`config.mk`:
```
export PLATFORM = sky130hd
export DESIGN_NAME = branch_history_table
export DESIGN_NICKNAME = d
export VERILOG_FILES = /design/src/rtl/bht_pkg.sv /design/src/rtl/sat_counter2.sv /design/src/rtl/branch_history_table.sv
export SDC_FILE = /design/constraint.sdc
export NUM_CORES = 1
export LEC_CHECK = 0
export ABC_AREA = 1
export BUFFER_PORTS_ARGS = -buffer_cell sky130_fd_sc_hd__buf_2
export CAP_MARGIN = 20
export CORE_ASPECT_RATIO = 1.2
export CORE_UTILIZATION = 50
export CTS_CLUSTER_SIZE = 25
export DETAILED_ROUTE_END_ITERATION = 12
export PLACE_DENSITY = 0.67
export SYNTH_ARGS = -nofsm -noshare
export SYNTH_HDL_FRONTEND = slang
export SYNTH_SLANG_ARGS = --single-unit
```
`constraint.sdc`:
```
create_clock -name clk -period 10.5 [get_ports clk]
set_input_delay 1.575 -clock clk [delete_from_list [all_inputs] [get_ports clk]]
set_output_delay 1.575 -clock clk [all_outputs]
set_load 0.01 [all_outputs]
```
`src/rtl/bht_pkg.sv`:
```
// Shared definitions for the branch history table: default sizes,
// 2-bit counter encodings and the table entry layout.
package bht_pkg;

    localparam int unsigned ENTRIES_DEF = 8;
    localparam int unsigned ADDR_W_DEF  = 12;

    localparam logic [1:0] CNT_SNT = 2'd0;
    localparam logic [1:0] CNT_WNT = 2'd1;
    localparam logic [1:0] CNT_WT  = 2'd2;
    localparam logic [1:0] CNT_ST  = 2'd3;

    // Entry layout at the default address width
    typedef struct packed {
        logic                  valid;
        logic [ADDR_W_DEF-1:0] tag;
        logic [ADDR_W_DEF-1:0] target;
        logic [1:0]            cnt;
    } bht_entry_t;

endpackage

```
`src/rtl/sat_counter2.sv`:
```
// Combinational 2-bit saturating counter step: increment on inc=1,
// decrement otherwise, clamping at strongly taken / strongly not-taken.
module sat_counter2
    import bht_pkg::*;
(
    input  logic [1:0] cnt,
    input  logic       inc,
    output logic [1:0] cnt_nxt_c
);

    always_comb begin
        cnt_nxt_c = cnt;
        if (inc) begin
            if (cnt != CNT_ST) begin
                cnt_nxt_c = cnt + 2'd1;
            end
        end else if (cnt != CNT_SNT) begin
            cnt_nxt_c = cnt - 2'd1;
        end
    end

endmodule

```
`src/rtl/branch_history_table.sv`:
```
// Fully associative branch target buffer with 2-bit saturating counters.
// Combinational lookup from IF, edge-triggered update from EXE.
module branch_history_table
    import bht_pkg::*;
#(
    parameter int unsigned ENTRIES = ENTRIES_DEF,
    parameter int unsigned ADDR_W  = ADDR_W_DEF
) (
    input  logic              clk,
    input  logic              rst,
    input  logic [ADDR_W-1:0] insert_ins_addr,
    input  logic [ADDR_W-1:0] insert_ins_next_addr,
    input  logic              is_branch,
    input  logic              is_suc,
    input  logic [ADDR_W-1:0] query_ins_addr,
    output logic [ADDR_W-1:0] predict_addr,
    output logic              predict_jump
);

    localparam int unsigned IDX_W = $clog2(ENTRIES);

    typedef struct packed {
        logic              valid;
        logic [ADDR_W-1:0] tag;
        logic [ADDR_W-1:0] target;
        logic [1:0]        cnt;
    } entry_t;

    entry_t           tbl [ENTRIES];
    logic [IDX_W-1:0] vptr;

    logic             q_hit;
    logic [IDX_W-1:0] q_idx;
    logic             i_hit;
    logic [IDX_W-1:0] i_idx;
    logic             inv_found;
    logic [IDX_W-1:0] inv_idx;
    logic [IDX_W-1:0] victim_idx;
    logic [1:0]       cnt_nxt;

    // Query match; tags are unique so at most one entry can hit
    always_comb begin
        q_hit = 1'b0;
        q_idx = '0;
        for (int i = 0; i < int'(ENTRIES); i++) begin
            if (tbl[i].valid && (tbl[i].tag == query_ins_addr)) begin
                q_hit = 1'b1;
                q_idx = IDX_W'(i);
            end
        end
    end

    // Update-key match
    always_comb begin
        i_hit = 1'b0;
        i_idx = '0;
        for (int i = 0; i < int'(ENTRIES); i++) begin
            if (tbl[i].valid && (tbl[i].tag == insert_ins_addr)) begin
                i_hit = 1'b1;
                i_idx = IDX_W'(i);
            end
        end
    end

    // Lowest-index free entry: scanning downward leaves the lowest one last
    always_comb begin
        inv_found = 1'b0;
        inv_idx   = '0;
        for (int i = int'(ENTRIES) - 1; i >= 0; i--) begin
            if (!tbl[i].valid) begin
                inv_found = 1'b1;
                inv_idx   = IDX_W'(i);
            end
        end
    end

    assign victim_idx = inv_found ? inv_idx : vptr;

    sat_counter2 u_sat_counter2 (
        .cnt       (tbl[i_idx].cnt),
        .inc       (is_suc),
        .cnt_nxt_c (cnt_nxt)
    );

    assign predict_jump = q_hit && (tbl[q_idx].cnt >= CNT_WT);
    assign predict_addr = predict_jump ? tbl[q_idx].target : query_ins_addr;

    // Table and round-robin pointer; the pointer only moves when a live entry is evicted
    always_ff @(posedge clk or posedge rst) begin
        if (rst) begin
            for (int i = 0; i < int'(ENTRIES); i++) begin
                tbl[i] <= '0;
            end
            vptr <= '0;
        end else if (is_branch) begin
            if (i_hit) begin
                tbl[i_idx].cnt <= cnt_nxt;
                if (is_suc) begin
                    tbl[i_idx].target <= insert_ins_next_addr;
                end
            end else if (is_suc) begin
                tbl[victim_idx] <= entry_t'{
                    valid:  1'b1,
                    tag:    insert_ins_addr,
                    target: insert_ins_next_addr,
                    cnt:    CNT_WT
                };
                if (!inv_found) begin
                    vptr <= vptr + IDX_W'(1);
                end
            end
        end
    end

endmodule

```
==> results of run 1 <==
## kinds of logic (layout without fill, tap and decap cells)
| group | after synthesis | in the layout | share of synthesized area (%) |
|---|---|---|---|
| buf+inv | 402 | 409 | 11.3 |
| fa+ha+maj | 1 | 1 | 0.0845 |
| flops | 219 | 219 | 37.0 |
| xor+xnor | 54 | 54 | 3.30 |
| simple gates | 1259 | 1259 | 37.2 |
| mux | 1 | 1 | 0.0760 |
| compound gates | 298 | 298 | 11.0 |
## final timing paths
| check | to | cells past startpoint | slack, ps | from |
|---|---|---|---|---|
| worst max-delay path | predict_addr[1] | 19 | 3420 | query_ins_addr[0] |
| worst min-delay path | tbl[168] | 2 | 480 | tbl[168] |
| worst max register to register | tbl[27] | 13 | 6670 | tbl[188] |
| worst min register to register | tbl[168] | 2 | 480 | tbl[168] |
| max in group asynchronous | tbl[27] | 3 | 7930 | rst |
| min in group asynchronous | tbl[71] | 2 | 1090 | rst |
## final cells by class
| type | count | share of cell area (%) |
|---|---|---|
| clock buffers | 37 | 4.84 |
| clock inverters | 7 | 0.627 |
| inverters | 305 | 7.27 |
| multi-input cells | 1613 | 47.9 |
| flip-flops and latches | 219 | 34.3 |
| well taps | 385 | 3.02 |
| repair buffers | 60 | 2.01 |
## worst max-delay path, cell delays in order
cell and delay, ps:
buf_2 240, inv_1 450, nor2_1 120, nor3_1 250, nand4_1 120, nor2_1 100, nand2_1 90, nand2_1 70
nand2_1 80, nand2_1 70, nand2_1 80, nand2_2 770, nand3_1 160, nand3_1 140, nand3_1 70, nand2_1 590
nor2_1 100, a21oi_1 180, buf_2 170
## metal layers
| layer | up-vias | share of wire (%) | GRT usage, % |
|---|---|---|---|
| met3 | 210 | 7.6 | 5.05 |
| met4 | 0 | 7.3 | 26.8 |
| li1 | 7139 | - | - |
| met1 | 7098 | 37 | 44.1 |
| met2 | 790 | 48 | 67.7 |
| met5 | - | 0 | 0 |
## through the flow
stage | hold WS [ps] | instance area (um^2)
2_1_floorplan | 440 | 14800
3_3_place_gp | 459 | 15100
3_5_place_dp | 469 | 15100
4_1_cts | 488 | 16000
5_1_grt | 499 | 16000
6_report | 485 | 16000
## synth_stat cells, drive strengths merged (3+ instances only)
library cell,number,area (um^2)
o21ai,240,1240
nand2,691,2640
nand3,232,1210
nor3b,7,52.6
dfrtp,219,5480
or2,6,37.5
buf,71,425
nand4,46,288
clkinv,3,11.3
a221oi,4,35.0
nor2,190,749
nor3,41,216
o22ai,15,108
nor4b,4,35.0
nor4,19,119
inv,302,1140
o211ai,3,22.5
nand3b,19,143
xnor2,24,210
a21oi,29,160
o2111ai,4,35.0
clkbuf,26,103
xor2,30,278
## state kept, by name, summed over array words and instances (netlist names)
signal,flops
tbl,216
vptr,3
## report_power, final
group	switching, mW	internal [mW]
logic	1.03	0.559
clock network	0.381	0.557
registers	0.318	1.20
==> flow_metrics.tcl, run 1 <==
set metrics [dict create \
    drt_wl_total_um 57800 \
    nFillCells 2946 \
    area_growth_pct 7.81 \
    end_kind "primary output" \
    fin_setup_tns_ps 0 \
    critPathKind "primary input to primary output" \
    setup_slack_ps 3420 \
    rows 68 \
    tightest_slew_ps 1170 \
    cts.sinks 219 \
    post_cts_resized 0 \
    grt_max_degree 78 \
    synth_nets 2275 \
    power_mw 4.05 \
    final_util_pct 55.2 \
    num_antenna_cells 0 \
    startpoint_type "primary input" \
    clk_pin_slew_ps 60 \
    layout_common_cells "676 x nand2_1, 281 x inv_1, 224 x nand3_1, 219 x dfrtp_1, 185 x nor2_1" \
    drt-wirelength-per-cell_um 22.0 \
    firstDrtPassIters 8 \
    yosys_most_used_dff "dfrtp_1" \
    layout_commonest_cell "nand2_1" \
    root_buffer "clkbuf_16" \
    cts_buffer_depth 3 \
    final_nets 2266 \
    vias 15200 \
    port_buffers 52 \
    antenna_left 0 \
    relSlewSlack_pct 21.6 \
    synth_area_mm2 0.0148 \
    htreeDepth 1 \
    place_inst 2582 \
    required_ps 8930 \
    synth_cell_types 53 \
    start_util_pct 51.2 \
    multi_input_area_mm2 0.00765 \
    io_pins 53 \
    synth_edf_count 0 \
    outcome "finished, final reports clean" \
    seq_area_mm2 0.00548 \
    die_w_um 159 \
    fin_cells 2626 \
    grt_overflow_total 0 \
    grt_pass1_vias 14800 \
    finalHoldViolations 0 \
    place_hpwl_um 41300 \
    power.density_mw_per_mm2 253 \
    die-area_mm2 0.0303 \
    cp_data_arrival_time_ps 5500 \
    syn-mean-instance-area_um2 6.63 \
    drtIter0Drc 1618 \
    core_area_mm2 0.0289 \
    clock_skew_ps 27.2 \
    period_needed_ps 7080 \
    gp_congestion 0.967 \
    hp-class "flop to flop" \
    cp_max_fo 53 \
    synth-async-reset-ratio_pct 100 \
    cts_buffers 26 \
    grt_pass1_wl_um 88100 \
    cts_tree "done" \
    yosysWarnings 0 \
    antenna_found_initial 0 \
    ys_ff_latch 219 \
    synthCells 2234 \
    grtUsageTotal_pct 38.7 \
    clk_latency_ps 570 \
    fin_crit_sh_pct 67.4 \
    fmax_ghz 0.141 \
    place_ws_ps 3580 \
    drive_above_1_share_pct 7.50 \
    ir_drop_v 0.000161 \
    maxCapViolCount 0 \
    die_h_um 191 \
    ys_seq_area_share_pct 37.0 \
    post_cts_buffers 0 \
    rsz0062_at_grt "no" \
    maxSlewViolCount 0 \
    cts_hold_buf 0 \
    avgViaCountPerCell 5.80 \
    setup_viol 0 \
    drc 0 \
    leakagePower_nw 8.11 \
]
Note: power is estimated with default switching activity, not from simulation.
==> run 2: changes to the inputs <==
Clock period 10.5 ns to 7.3 ns, I/O delays scaled along.
==> run 2 against run 1 <==
Against the previous run: via count grew 1.5%; clock-buffer cell count shrank 3; die area is the same; largest power group unchanged; worst setup slack lost 2000 ps; clock skew grew 4.9 ps; non-clock buffer count grew 2; sequential power grew 44%; utilization grew 0.22 points.
==> flow_metrics.tcl, run 2 (same netlist as run 1, synthesis figures left out) <==
set metrics [dict create \
    outcome "finished, final reports clean" \
    cp_data_arrival_time_ps 4830 \
    relSlewSlack_pct 22.7 \
    htreeDepth 1 \
    cts_buffer_depth 3 \
    port_buffers 52 \
    root_buffer "clkbuf_16" \
    cts.sinks 219 \
    internal_power_mw 3.35 \
    drc 0 \
    top_regs "tbl: 216 flops, vptr: 3 flops" \
    final_nets 2268 \
    drt-wirelength-per-cell_um 21.9 \
    end_kind "primary output" \
    grt_pass1_wl_um 88200 \
    p_sw_mw 2.52 \
    firstDrtPassIters 8 \
    place_hpwl_um 41100 \
    grt_pass1_vias 14900 \
    swShare_pct 42.9 \
    fin_setup_tns_ps 0 \
    busiest_layer "met2" \
    maxCapViolCount 0 \
    clk_latency_ps 570 \
    grtUsageMet3_pct 5.76 \
    required_ps 6200 \
    drive_above_1_share_pct 7.74 \
    power.density_mw_per_mm2 366 \
    drt_wl_total_um 57700 \
    clock_skew_ps 32.1 \
    startpoint_type "primary input" \
    tightest_slew_ps 1150 \
    grt_overflow_total 0 \
    period_needed_ps 5920 \
    hp-class "flop to flop" \
    num_antenna_cells 0 \
    layout_common_cells "676 x nand2_1, 281 x inv_1, 224 x nand3_1, 219 x dfrtp_1, 185 x nor2_1" \
    nFillCells 2904 \
    area_growth_pct 8.23 \
    core_area_mm2 0.0289 \
    ir_drop_v 0.000222 \
    io_pins 53 \
    largest_reg_flops 216 \
    gp_congestion 0.976 \
    grt_max_degree 152 \
    die-area_mm2 0.0303 \
    clock_power_share_pct 23.6 \
    fmax_ghz 0.169 \
    top_register "tbl" \
    critPathKind "primary input to primary output" \
    cts_hold_buf 0 \
    start_util_pct 51.2 \
    cts_buffers 26 \
    die_w_um 159 \
    cts_tree "done" \
    pwr-share-seq_pct 37.3 \
    die_h_um 191 \
    maxSlewViolCount 0 \
    antenna_left 0 \
    drtIter0Drc 1720 \
    avgViaCountPerCell 5.88 \
    finalHoldViolations 0 \
    holdWs_ps 479 \
    fin_crit_sh_pct 81.1 \
    final_cell_area_mm2 0.0160 \
    rsz0062_at_grt "no" \
    post_cts_resized 0 \
    setup_viol 0 \
    layout_commonest_cell "nand2_1" \
    grtUsageTotal_pct 38.7 \
    clk_pin_slew_ps 60 \
    antenna_found_initial 1 \
    cp_max_fo 25 \
    rows 68 \
    leakagePower_nw 8.14 \
    use_met1_pct 44.1 \
    globalRouteMet2Util_pct 67.1 \
    dpl_cell_area_mm2 0.0151 \
    post_cts_buffers 0 \
    combPwrFrac_pct 39.1 \
    vias 15500 \
]
run 2: cell count changes in the layout (fill, tap and decap cells not counted):
cell        change
buf_4           +1
bufinv_16       +1
clkbuf_16       +1
clkinv_2        +4
buf_16          +1
clkinv_8        -1
clkbuf_8        -4
clkinv_4        +1
clkinvlp_4      +2
run 2: final timing paths:
path	start	to	slack, ps	cells past startpoint
worst max-delay path	query_ins_addr[7]	predict_addr[1]	1380	20
worst min-delay path	tbl[39]	tbl[39]	480	2
worst max register to register	tbl[107]	tbl[66]	3440	13
worst min register to register	tbl[39]	tbl[39]	480	2
max in group asynchronous	rst	tbl[25]	5480	3
min in group asynchronous	rst	tbl[30]	540	2
run 2: stage by stage:
| stage | utilization [%] | power (mW) | cells | setup slack, ps |
|---|---|---|---|---|
| after floorplan | - | 3.75 | 2234 | 212 |
| after global placement | 52.2 | 4.41 | 2583 | 1640 |
| after detailed placement | 52.2 | 4.43 | 2583 | 1510 |
| after CTS | 55.3 | 5.83 | 2631 | 1490 |
| after global routing | 55.4 | 6.28 | 2632 | 1180 |
| final | 55.4 | 5.87 | 2632 | 1380 |
run 2: critical path, stage by stage:
cell and delay [ps]:
buf_2 330, clkinv_1 470, nand2_1 200, nand4_1 120
nor3_1 140, nand2_1 60, nor2_1 180, nand2_1 80
nand2_1 100, nand2_1 80, nand2_1 70, nand2_1 50
nand2_1 440, nand2_1 120, nand3_1 100, nand3_1 70
nand2_1 580, nor2_1 90, a21oi_1 230, buf_2 190
run 2: per-layer routing:
| layer | routed length [um] | vias up |
|---|---|---|
| met5 | 0 | - |
| met4 | 4340 | 0 |
| met3 | 4610 | 252 |
| met2 | 27500 | 858 |
| met1 | 21200 | 7214 |
| li1 | - | 7148 |
run 2: cell type report:
cell class / count / area [um^2] / area share, %
Timing Repair Buffer: 62 / 355 / 2.22
Clock buffer: 34 / 742 / 4.63
Multi-Input combinational cell: 1613 / 7650 / 47.7
Tap cell: 385 / 482 / 3.01
Clock inverter: 14 / 158 / 0.984
Sequential cell: 219 / 5480 / 34.2
Inverter: 305 / 1160 / 7.24
run 2: power by group through the flow:
stage	clock [mW]	combinational [mW]	sequential [mW]
final	1.39	2.29	2.19
after global routing	1.45	2.61	2.23
after CTS	1.40	2.26	2.17
after detailed placement	0	2.24	2.19
after global placement	0	2.23	2.19
after floorplan	0	1.74	2.01
